--- src/rtl/izh_neuron_array.sv ---
// Time-multiplexed array of Izhikevich neurons in signed fixed point (W bits, F fraction).
// One sweep updates every neuron once, one neuron per enabled clock, in index order.
module izh_neuron_array #(
    parameter int N_NEUR = 4,
    parameter int W      = 18,
    parameter int F      = 16
) (
    input  logic              clk,
    input  logic              rst_n,
    input  logic              ena,
    input  logic              step,
    input  logic              cfg_wr,
    input  logic [3:0]        cfg_addr,
    input  logic              cfg_sel,
    input  logic [7:0]        cfg_data,
    input  logic [3:0]        mon_sel,
    output logic              busy,
    output logic              done,
    output logic [N_NEUR-1:0] spike_vec,
    output logic [7:0]        v_mon,
    output logic [15:0]       spike_cnt,
    output logic              overrun
);
    localparam int IW = $clog2(N_NEUR);
    localparam int X  = W + 4;

    // round(milli/1000 * 2^F), rounding half away from zero
    function automatic logic signed [W-1:0] fx(input longint milli);
        longint mag;
        longint r;
        mag = (milli < 0) ? -milli : milli;
        r = (mag * (longint'(1) <<< F) + 500) / 1000;
        if (milli < 0) r = -r;
        return r[W-1:0];
    endfunction

    function automatic logic signed [X-1:0] sx(input logic signed [W-1:0] a);
        return {{4{a[W-1]}}, a};
    endfunction

    localparam logic signed [X-1:0] SAT_HI = {{5{1'b0}}, {(W-1){1'b1}}};
    localparam logic signed [X-1:0] SAT_LO = {{5{1'b1}}, {(W-1){1'b0}}};

    function automatic logic signed [W-1:0] sat(input logic signed [X-1:0] a);
        if (a > SAT_HI) return SAT_HI[W-1:0];
        if (a < SAT_LO) return SAT_LO[W-1:0];
        return a[W-1:0];
    endfunction

    localparam logic signed [W-1:0]   V_RST  = fx(-700);
    localparam logic signed [W-1:0]   U_RST  = fx(-200);
    localparam logic signed [W-1:0]   P_TH   = fx(300);
    localparam logic signed [X-1:0]   K_X    = sx(fx(1400));
    localparam logic signed [W-1:0]   C_RS   = fx(-65);
    localparam logic signed [W-1:0]   C_IB   = fx(-55);
    localparam logic signed [W-1:0]   C_CH   = fx(-50);
    localparam logic signed [W-1:0]   D_RS   = fx(80);
    localparam logic signed [W-1:0]   D_IB   = fx(40);
    localparam logic signed [W-1:0]   D_LO   = fx(20);
    localparam logic signed [W-1:0]   D_TC   = fx(50);
    localparam logic signed [2*W-1:0] SQ_LIM = {{(W-3){1'b0}}, {(X-1){1'b1}}};
    localparam logic [IW-1:0]         IDX_LAST = IW'(N_NEUR - 1);
    localparam logic [4:0]            N_LIM    = 5'(N_NEUR);

    // Handshake: step is a one-cycle request honoured only while idle and ena is high;
    // busy then stays high for N_NEUR enabled cycles, and done pulses for one cycle
    // as busy falls, together with the new spike_vec. A step seen while busy only sets overrun.
    typedef enum logic {S_IDLE, S_RUN} state_t;
    state_t state, state_nxt;

    logic [IW-1:0]       idx;
    logic signed [W-1:0] v_r       [N_NEUR];
    logic signed [W-1:0] u_r       [N_NEUR];
    logic [2:0]          mode_live [N_NEUR];
    logic [2:0]          mode_sh   [N_NEUR];
    logic signed [7:0]   cur_live  [N_NEUR];
    logic signed [7:0]   cur_sh    [N_NEUR];
    logic [N_NEUR-1:0]   spike_acc, acc_nxt;
    logic                start, upd, fin, cfg_ok;

    always_comb begin
        state_nxt = state;
        start     = 1'b0;
        upd       = 1'b0;
        fin       = 1'b0;
        case (state)
            S_IDLE: if (step) begin
                start     = 1'b1;
                state_nxt = S_RUN;
            end
            S_RUN: begin
                upd = 1'b1;
                if (idx == IDX_LAST) begin
                    fin       = 1'b1;
                    state_nxt = S_IDLE;
                end
            end
            default: state_nxt = S_IDLE;
        endcase
    end

    assign busy   = (state == S_RUN);
    assign cfg_ok = ({1'b0, cfg_addr} < N_LIM);

    logic signed [W-1:0]   v_cur, u_cur, c_val, d_val, v_nxt, u_nxt;
    logic [1:0]            sh_a, sh_b;
    logic signed [2*W-1:0] v_wide, vv, sq_full;
    logic signed [X-1:0]   vx, ux, ix, sq, dv_sum, vn_x, un_x;
    logic                  spk;

    always_comb begin
        v_cur = v_r[idx];
        u_cur = u_r[idx];
        sh_a  = 2'd2;
        sh_b  = 2'd2;
        c_val = C_RS;
        d_val = D_RS;
        case (mode_sh[idx])
            3'd1: begin c_val = C_IB; d_val = D_IB; end
            3'd2: begin c_val = C_CH; d_val = D_LO; end
            3'd3: begin sh_a = 2'd1; d_val = D_LO; end
            3'd4: begin sh_b = 2'd3; d_val = D_TC; end
            3'd5: begin sh_a = 2'd1; sh_b = 2'd3; d_val = D_LO; end
            3'd6: begin sh_b = 2'd3; d_val = D_LO; end
            default: ;
        endcase

        vx      = sx(v_cur);
        ux      = sx(u_cur);
        ix      = {{(X-8){cur_sh[idx][7]}}, cur_sh[idx]} <<< (F - 6);
        v_wide  = {{W{v_cur[W-1]}}, v_cur};
        vv      = v_wide * v_wide;
        sq_full = vv >>> F;
        sq      = (sq_full > SQ_LIM) ? SQ_LIM[X-1:0] : sq_full[X-1:0];
        dv_sum  = sq + vx + (vx >>> 2) + (K_X >>> 2) - (ux >>> 2) + (ix >>> 2);
        vn_x    = vx + (dv_sum >>> 2);
        un_x    = ux + ((((vx >>> sh_b) - ux) >>> sh_a) >>> 4);

        spk = (v_cur > P_TH);
        if (spk) begin
            v_nxt = c_val;
            u_nxt = sat(ux + sx(d_val));
        end else begin
            v_nxt = sat(vn_x);
            u_nxt = sat(un_x);
        end
        acc_nxt      = spike_acc;
        acc_nxt[idx] = spk;
    end

    always_ff @(posedge clk) begin
        if (!rst_n) begin
            state     <= S_IDLE;
            idx       <= '0;
            done      <= 1'b0;
            spike_vec <= '0;
            spike_acc <= '0;
            spike_cnt <= '0;
            overrun   <= 1'b0;
            for (int n = 0; n < N_NEUR; n++) begin
                v_r[n]       <= V_RST;
                u_r[n]       <= U_RST;
                mode_live[n] <= '0;
                mode_sh[n]   <= '0;
                cur_live[n]  <= '0;
                cur_sh[n]    <= '0;
            end
        end else if (ena) begin
            state <= state_nxt;
            done  <= fin;
            if (busy && step) overrun <= 1'b1;
            if (start) begin
                idx       <= '0;
                spike_acc <= '0;
                for (int n = 0; n < N_NEUR; n++) begin
                    mode_sh[n] <= mode_live[n];
                    cur_sh[n]  <= cur_live[n];
                end
            end
            if (upd) begin
                v_r[idx]  <= v_nxt;
                u_r[idx]  <= u_nxt;
                spike_acc <= acc_nxt;
                idx       <= fin ? '0 : idx + IW'(1);
                if (spk && spike_cnt != 16'hFFFF) spike_cnt <= spike_cnt + 16'd1;
            end
            if (fin) spike_vec <= acc_nxt;
            // live registers only; they reach the datapath at the next sweep start
            if (cfg_wr && cfg_ok) begin
                if (cfg_sel) cur_live[cfg_addr[IW-1:0]]  <= cfg_data;
                else         mode_live[cfg_addr[IW-1:0]] <= cfg_data[2:0];
            end
        end
    end

    always_comb begin
        v_mon = '0;
        if ({1'b0, mon_sel} < N_LIM) v_mon = v_r[mon_sel[IW-1:0]][W-1:W-8];
    end

endmodule

--- config.mk ---
export PLATFORM = sky130hd
export DESIGN_NAME = izh_neuron_array
export DESIGN_NICKNAME = d
export VERILOG_FILES = /design/src/rtl/izh_neuron_array.sv
export SDC_FILE = /design/constraint.sdc
export NUM_CORES = 1
export LEC_CHECK = 0
export CAP_MARGIN = 20
export CORE_ASPECT_RATIO = 0.75
export CORE_UTILIZATION = 35
export DETAILED_ROUTE_END_ITERATION = 6
export MAX_ROUTING_LAYER = met4
export PLACE_DENSITY = 0.57
export RECOVER_POWER = 50
export SLEW_MARGIN = 40
export SYNTH_ARGS = -nofsm -noshare
export SYNTH_HDL_FRONTEND = slang
export SYNTH_SLANG_ARGS = --single-unit
--- constraint.sdc ---
create_clock -name clk -period 32.8 [get_ports clk]
set_input_delay 4.92 -clock clk [delete_from_list [all_inputs] [get_ports clk]]
set_output_delay 4.92 -clock clk [all_outputs]
set_load 0.01 [all_outputs]
* Word-level counts from Yosys, hierarchy flattened
Memory sizes are Yosys's and may differ from the RTL's. A register that Yosys moved wholly into a read port is not among the register bits. Cells that the tools add are included.
Cells by class: $add $sub $neg 11, bitwise operators 9, equality and inequality tests 8, $mul 1, multiplexer cells 97, shifts and indexed selects 2, reduce and logical (&&, ||, !) cells 16, order comparisons 12
Operators with widths (count):
- 18-bit 2-to-1 mux | 16
- 8-bit 2-to-1 mux | 6
- 1-bit 2-to-1 mux | 46
- 22-bit by 16-bit adder with 22-bit output | 2
- 13-bit one-hot mux with 3 select lines | 1
- 19-bit by 18-bit > comparator with 1-bit output, second input constant | 2
- 19-bit by 18-bit < comparator with 1-bit output, second input constant | 2
- 18-bit by 18-bit multiplier with 36-bit output | 1
- 18-bit OR reduction | 2
- 2-bit 2-to-1 mux | 16
- 13-bit one-hot mux with 2 select lines | 1
- 22-bit by 16-bit adder with 22-bit output, second input constant | 1
- 22-bit by 18-bit adder with 22-bit output | 1
- 20-bit by 22-bit > comparator with 1-bit output, second input constant | 1
- 22-bit 2-to-1 mux | 1
- 18-bit by 2-bit >>> shifter with 22-bit output | 1
- 22-bit by 2-bit >>> shifter with 22-bit output | 1
- 22-bit by 16-bit subtractor with 22-bit output | 1
- 22-bit by 18-bit subtractor with 22-bit output | 1
- 18-bit by 20-bit adder with 21-bit output | 1
- 21-bit by 18-bit > comparator with 1-bit output, second input constant | 1
- 21-bit by 18-bit < comparator with 1-bit output, second input constant | 1
- 18-bit by 14-bit adder with 19-bit output | 1
- 18-bit by 18-bit adder with 19-bit output | 1
- other kinds (26) | 48
Storage, ports and cells: output and inout port bits 31, logic and storage cells 169, input port bits 22, bits in registers 29, memories kept 6, bits in writable memories 232
Memories:
- u_r | words 4, bits a word 18, read ports 1, clocked after memory_dff 1, wr ports 4, RTL line 73 | logic signed [W-1:0] u_r [N_NEUR];
- v_r | words 4, bits a word 18, read ports 2, clocked after memory_dff 1, wr ports 4, RTL line 72 | logic signed [W-1:0] v_r [N_NEUR];
- cur_live | words 4, bits a word 8, read ports 4, clocked after memory_dff 0, wr ports 4, RTL line 76 | logic signed [7:0] cur_live [N_NEUR];
- cur_sh | words 4, bits a word 8, read ports 1, clocked after memory_dff 1, wr ports 4, RTL line 77 | logic signed [7:0] cur_sh [N_NEUR];
- mode_live | words 4, bits a word 3, read ports 4, clocked after memory_dff 0, wr ports 4, RTL line 74 | logic [2:0] mode_live [N_NEUR];
- mode_sh | words 4, bits a word 3, read ports 1, clocked after memory_dff 1, wr ports 4, RTL line 75 | logic [2:0] mode_sh [N_NEUR];

* Longest topological paths before layout
Gate-level depths: netlist of the first run.
word-level depth 18, depth in mapped cells 61, mapped depth without buffers 57

* Worst setup path before layout of the first run
OpenSTA, ideal clock, no wires.
kind register to register, start point register with a tool-made name, end point memory v_r[0][14] (data pin), library setup time 0.273 ns, required time 32.527 ns, cell stages (with the launch flop) 53, arrival time 13.416 ns, setup slack 19.111 ns, path buffers 6, period minus slack after synthesis 13.689 ns, cell sequence dfxtp_1 > buf_6 > buf_4 > buf_2 > buf_2 > buf_1 > nand2_1 > o21ai_1 > inv_1 > clkbuf_1 > nand2_1 > fa_1 > inv_1 > fa_1 > fa_1 > fa_1 > fa_1 > inv_1 > [17 not listed] > ha_1 > and2_1 > a31o_2 > or2_2 > o21a_1 > nor2_1 > xnor2_1 > ha_1 > nand3_1 > or3_1 > a31oi_1 > o21ai_0 > o22ai_1 > mux2_2 > o211ai_1 > nand2_2 > a2111oi_2 > nand2_1
RTL lines (RTL line):
- end, declared | 72

==> impl_metrics.ini, run 1 <==
[synth]
syn_nets = 3472
synth_cell_type_count = 89
syn_area_mm2 = 0.0285
async_flop_share_pct = 0
synth_top_area_cell = edfxtp_1
avgSynthCellArea_um2 = 9.89
synth_edf_count = 232
syn-instance-count = 2886
ys.warnings.count = 0
synthFlopType = edfxtp_1
ys_seq_elements = 262
yosysSeqAreaShare_pct = 26.5
synth.top_cell.area_share_pct = 24.4
synth_area_leaders = edfxtp_1, fa_1, ha_1

[layout]
area_growth_pct = 9.95
drive_above_1_share_pct = 6.86
regArea_mm2 = 0.00757
fillers = 8019
mostFrequentLayoutCells = inv_1, fa_1, nand2_1, edfxtp_1, nor2_1
multi_input_area_mm2 = 0.0186
final_nets = 3506
final_common_cell = inv_1

[route]
first_iter_violations = 1556
via_count = 20100
drc = 0
via_per_inst = 5.03
drt-total-wl_um = 75200
firstDrtPassIters = 5
wl_per_cell_um = 18.8
ant_nets = 0

[setup_path]
cp.depth = 49
crit_path_end = v_r[2][11]$_SDFFCE_PN1P_
critPathCaptureType = flip-flop
arrival_ns = 16.04
worstPathRequired_ns = 33.08
cpPeakStageDelay_ns = 0.76
cpMaxStageDelayCell = dfxtp_4
worst_setup_path_start_kind = flip-flop
crit_buf_inv = 8
rr_endpoint = v_r[2][11]$_SDFFCE_PN1P_
path_max_fanout = 36
path_class = reg2reg
crit_top_cell = fa_1
worst-r2r-cell-count = 49
r2r_slack_ns = 17.04
path_delay_family = adder cells

[clock_network]
clockBufferDepth = 3
htree_levels = 1
post_cts_buffers = 0
cts_root_buf = clkbuf_16
ctsResizeCount = 0
path_clk_slew_ns = 0.06
cts_made_buffers = 30
cts_sinks = 262
clock_latency_ns = 0.57
tritoncts = yes
cts_hold_buffers = 0

[global_route]
grt_pass1_wl_um = 118000
grt_pass1_vias = 19900
antenna_found_initial = 3
track_usage_pct = 18.9
grt_max_degree = 48
grt_overflow_total = 0

[die]
die_x_um = 332
initial_core_util_pct = 35.4
io_pins = 53
die_h_um = 249
row_count = 90
coreArea_mm2 = 0.0805
die_area_mm2 = 0.0827

[sta]
max_clock_freq_mhz = 63.4
drv_slew = 107
rsz0062_at_grt = no
setup_viol = 0
fin_skew_ns = 0.0231
worst_pin_slew_ns = 2.50
setup_tns_ns = 0
period_minus_slack_ns = 15.76
hold_viol = 0
finalCritPeriodShare_pct = 48.1
slew_headroom_pct = -66.7

[outcome]
status = complete, but fails checks
violations = capacitance limit, slew limit

[hold_path]
min_path_type = reg2reg

[place]
dp_hpwl_um = 56700
port_buffers = 52
routabilityCongestion = 0.885

[job]
max_cap_viol_count = 3
[cell usage after synthesis, drive strengths merged (47+ instances only)]
master and n:
clkbuf 66, a21oi 95, fa 346, nand2 264, ha 218, inv 560, nor3 47, edfxtp 232
and2 78, nand3 52, nor2 231, xnor2 82, o21ai 110
[per-layer routing]
metal	routed length [µm]	up-vias	global-route usage, %
met3	5230	72	2.91
met4	1170	0	3.11
met1	37100	9908	28.3
li1	-	9552	-
met5	0	-	-
met2	31700	599	27.0
[registers in the layout (all words and copies together), names as in the netlist, 3 cells and up, named ones only]
register / flops
u_r: 72
v_r: 72
cur_live: 32
cur_sh: 32
spike_cnt: 16
mode_live: 12
mode_sh: 12
spike_vec: 4
spike_acc: 3
[per-stage QoR]
step / setup slack (ns) / cells / hold WS [ns] / instance area [µm²] / util, %
after floorplan: 19.11 / 2886 / 0.441 / 28500 / -
after global placement: 17.42 / 3944 / 0.447 / 30300 / 37.7
after detailed placement: 17.03 / 3946 / 0.444 / 30400 / 37.8
after CTS: 16.98 / 4001 / 0.457 / 31400 / 39.0
after global routing: 16.07 / 4002 / 0.496 / 31400 / 39.0
final: 17.04 / 4002 / 0.448 / 31400 / 39.0
[cell families (layout without fill, tap and decap cells)]
group	Yosys count	count (layout)	synth area share, %
adders and majority gates	564	564	33.8
DFF	262	262	26.5
AOI/OAI and AO/OA	397	397	9.33
buffers and inverters	654	711	8.86
xor gates and xnor gates	107	107	3.28
and+or+nand+nor	812	812	13.3
muxes	90	90	4.89
other	0	1	0
[worst min-delay path, stage by stage, from the launching register on]
cell and delay, ns:
dfxtp_1 0.32, nand2_1 0.04, o21ai_0 0.05
[how the worst min path moves through the flow]
stage,from,to,depth (start not counted)
after CTS,spike_vec[0]$_SDFFE_PN0P_,spike_vec[0]$_SDFFE_PN0P_,2
final,spike_vec[0]$_SDFFE_PN0P_,spike_vec[0]$_SDFFE_PN0P_,2
after global placement,spike_vec[2]$_SDFFE_PN0P_,spike_vec[2]$_SDFFE_PN0P_,2
after detailed placement,spike_vec[0]$_SDFFE_PN0P_,spike_vec[0]$_SDFFE_PN0P_,2
after floorplan,spike_acc[0]$_SDFFE_PN0P_,spike_acc[0]$_SDFFE_PN0P_,1
after global routing,spike_vec[2]$_SDFFE_PN0P_,spike_vec[2]$_SDFFE_PN0P_,2
[cell type report]
| type | instances | area share [%] |
|---|---|---|
| Timing Repair Buffer | 93 | 2.53 |
| Antenna cell | 1 | 0.00798 |
| Clock inverter | 19 | 0.578 |
| Tap cell | 1058 | 4.22 |
| Clock buffer | 36 | 2.60 |
| Sequential cell | 262 | 24.1 |
| Inverter | 563 | 6.74 |
| Multi-Input combinational cell | 1970 | 59.2 |
Power of run 1 is not shown: default switching activity piles up to over one toggle a cycle in this logic, so the estimate is an artifact.
==> run 2, diff against run 1 <==
- clock period: 32.8 -> 14.8 ns (I/O delays scaled with it)
==> impl_metrics.ini, run 2 (same netlist as run 1, synthesis figures left out) <==
[sta]
hold_viol = 0
rsz0062_at_grt = yes
fin_skew_ns = 0.0172
max_clock_freq_mhz = 71.6
finalCritPeriodShare_pct = 94.4
drv_slew = 82
period_minus_slack_ns = 13.96
worst_pin_slew_ns = 2.64
slew_headroom_pct = -76.2
setup_viol = 0

[layout]
area_growth_pct = 11.1
final_nets = 3538
mostFrequentLayoutCells = inv_1, fa_1, nand2_1, edfxtp_1, nor2_1
largestRegisters = u_r x72, v_r x72
finish.utilization_pct = 39.4
fin_cells = 4032
antennaDiodeCount = 0
drive_above_1_share_pct = 8.37
final_common_cell = inv_1

[route]
drc = 0
dr_wl_met2_um = 31000
wl_per_cell_um = 18.4
firstDrtPassIters = 5
ant_nets = 0
drt-total-wl_um = 74300
top_layer_used = met4
first_iter_violations = 1796
wl_met1_um = 36300
wl_met3_um = 6050
via_per_inst = 5.05
via_count = 20300

[setup_path]
critPathCaptureType = flip-flop
arrival_ns = 14.23
cpMaxStageDelayCell = fa_1
path_class = reg2reg
r2r_slack_ns = 0.84
crit_buf_inv = 9
path_delay_family = adder cells
path_max_fanout = 13
rr_endpoint = v_r[1][16]$_SDFFCE_PN1P_
worst-r2r-cell-count = 50
worstPathRequired_ns = 15.07
worst_setup_path_start_kind = flip-flop
cpPeakStageDelay_ns = 0.54
crit_top_cell = fa_1

[hold_path]
min_path_type = reg2reg
hp-start = spike_vec[1]$_SDFFE_PN0P_
hold_path_depth = 2
min_to = spike_vec[1]$_SDFFE_PN0P_

[die]
die_area_mm2 = 0.0827
initial_core_util_pct = 35.4
die_x_um = 332
io_pins = 53
coreArea_mm2 = 0.0805
row_count = 90
die_h_um = 249

[global_route]
grt_max_degree = 47
track_usage_pct = 18.7
grt_pass1_wl_um = 118000
grt_overflow_total = 0
grt_pass1_vias = 20200
antenna_found_initial = 0

[job]
max_cap_viol_count = 2

[clock_network]
cts_sinks = 262
clockBufferDepth = 3
clock_latency_ns = 0.55
path_clk_slew_ns = 0.06
tritoncts = yes
cts_root_buf = clkbuf_16
cts_made_buffers = 28
htree_levels = 1

[place]
dp_cells = 3966
port_buffers = 52
routabilityCongestion = 0.898
dp_hpwl_um = 58200

[outcome]
status = complete, but fails checks
violations = capacitance limit, slew limit
==> run 2: changes by cell type in the layout (fill, tap and decap cells not counted), sizes merged, moves of 3 or more <==
| cell | previous run | this run |
|---|---|---|
| clkbuf | 47 | 40 |
| buf | 30 | 66 |
| clkinvlp | 0 | 6 |
| inv | 562 | 559 |
==> run 2: routing by layer <==
layer	track usage (%)	up-vias
met5	-	-
met1	28.1	10000
met2	26.5	655
li1	-	9607
met4	2.79	0
met3	3.37	66
==> run 2: per-stage QoR <==
step                      hold WS, ns  area (µm²)  TNS, ns  setup WS [ns]
after global placement          0.443       30500        0          0.560
after global routing            0.491       31700   -0.615        -0.0464
after floorplan                 0.441       28500        0           1.11
after CTS                       0.468       31500        0          0.319
final                           0.451       31700        0          0.835
after detailed placement        0.453       30600        0          0.357
==> run 2: layout make-up <==
cell class / count / area [µm²]
timing repair buffer: 127 / 1080
inverter: 563 / 2120
tap: 1058 / 1320
sequential: 262 / 7570
fill: 7916 / 48800
clock buffer: 31 / 733
multi-input combinational: 1970 / 18700
clock inverter: 21 / 188
==> run 2: worst min-delay path, cell delays in order (launching register included) <==
cell     delay, ns
dfxtp_1       0.32
nand2_1       0.04
o21ai_0       0.05
==> run 2: timing repair <==
item	4_1_cts	5_1_grt
setup endpoints to repair	0	68
gates resized for setup	0	34
hold buffers	0	0
setup buffers	0	14
==> run 2: worst max path at each step <==
stage | from | endpoint | slack [ns] | cells past startpoint
CTS | flip-flop | v_r[1][12]$_SDFFCE_PN0P_ | 0.32 | 50
global route | flip-flop | v_r[1][5]$_SDFFCE_PN0P_ | -0.05 | 51
detailed placement | flip-flop | v_r[1][12]$_SDFFCE_PN0P_ | 0.36 | 50
floorplan | flip-flop | v_r[0][14]$_SDFFCE_PN1P_ | 1.11 | 52
global placement | flip-flop | v_r[2][12]$_SDFFCE_PN0P_ | 0.56 | 49
finish | flip-flop | v_r[1][16]$_SDFFCE_PN1P_ | 0.84 | 50
Power of run 2 is left out for the same reason.
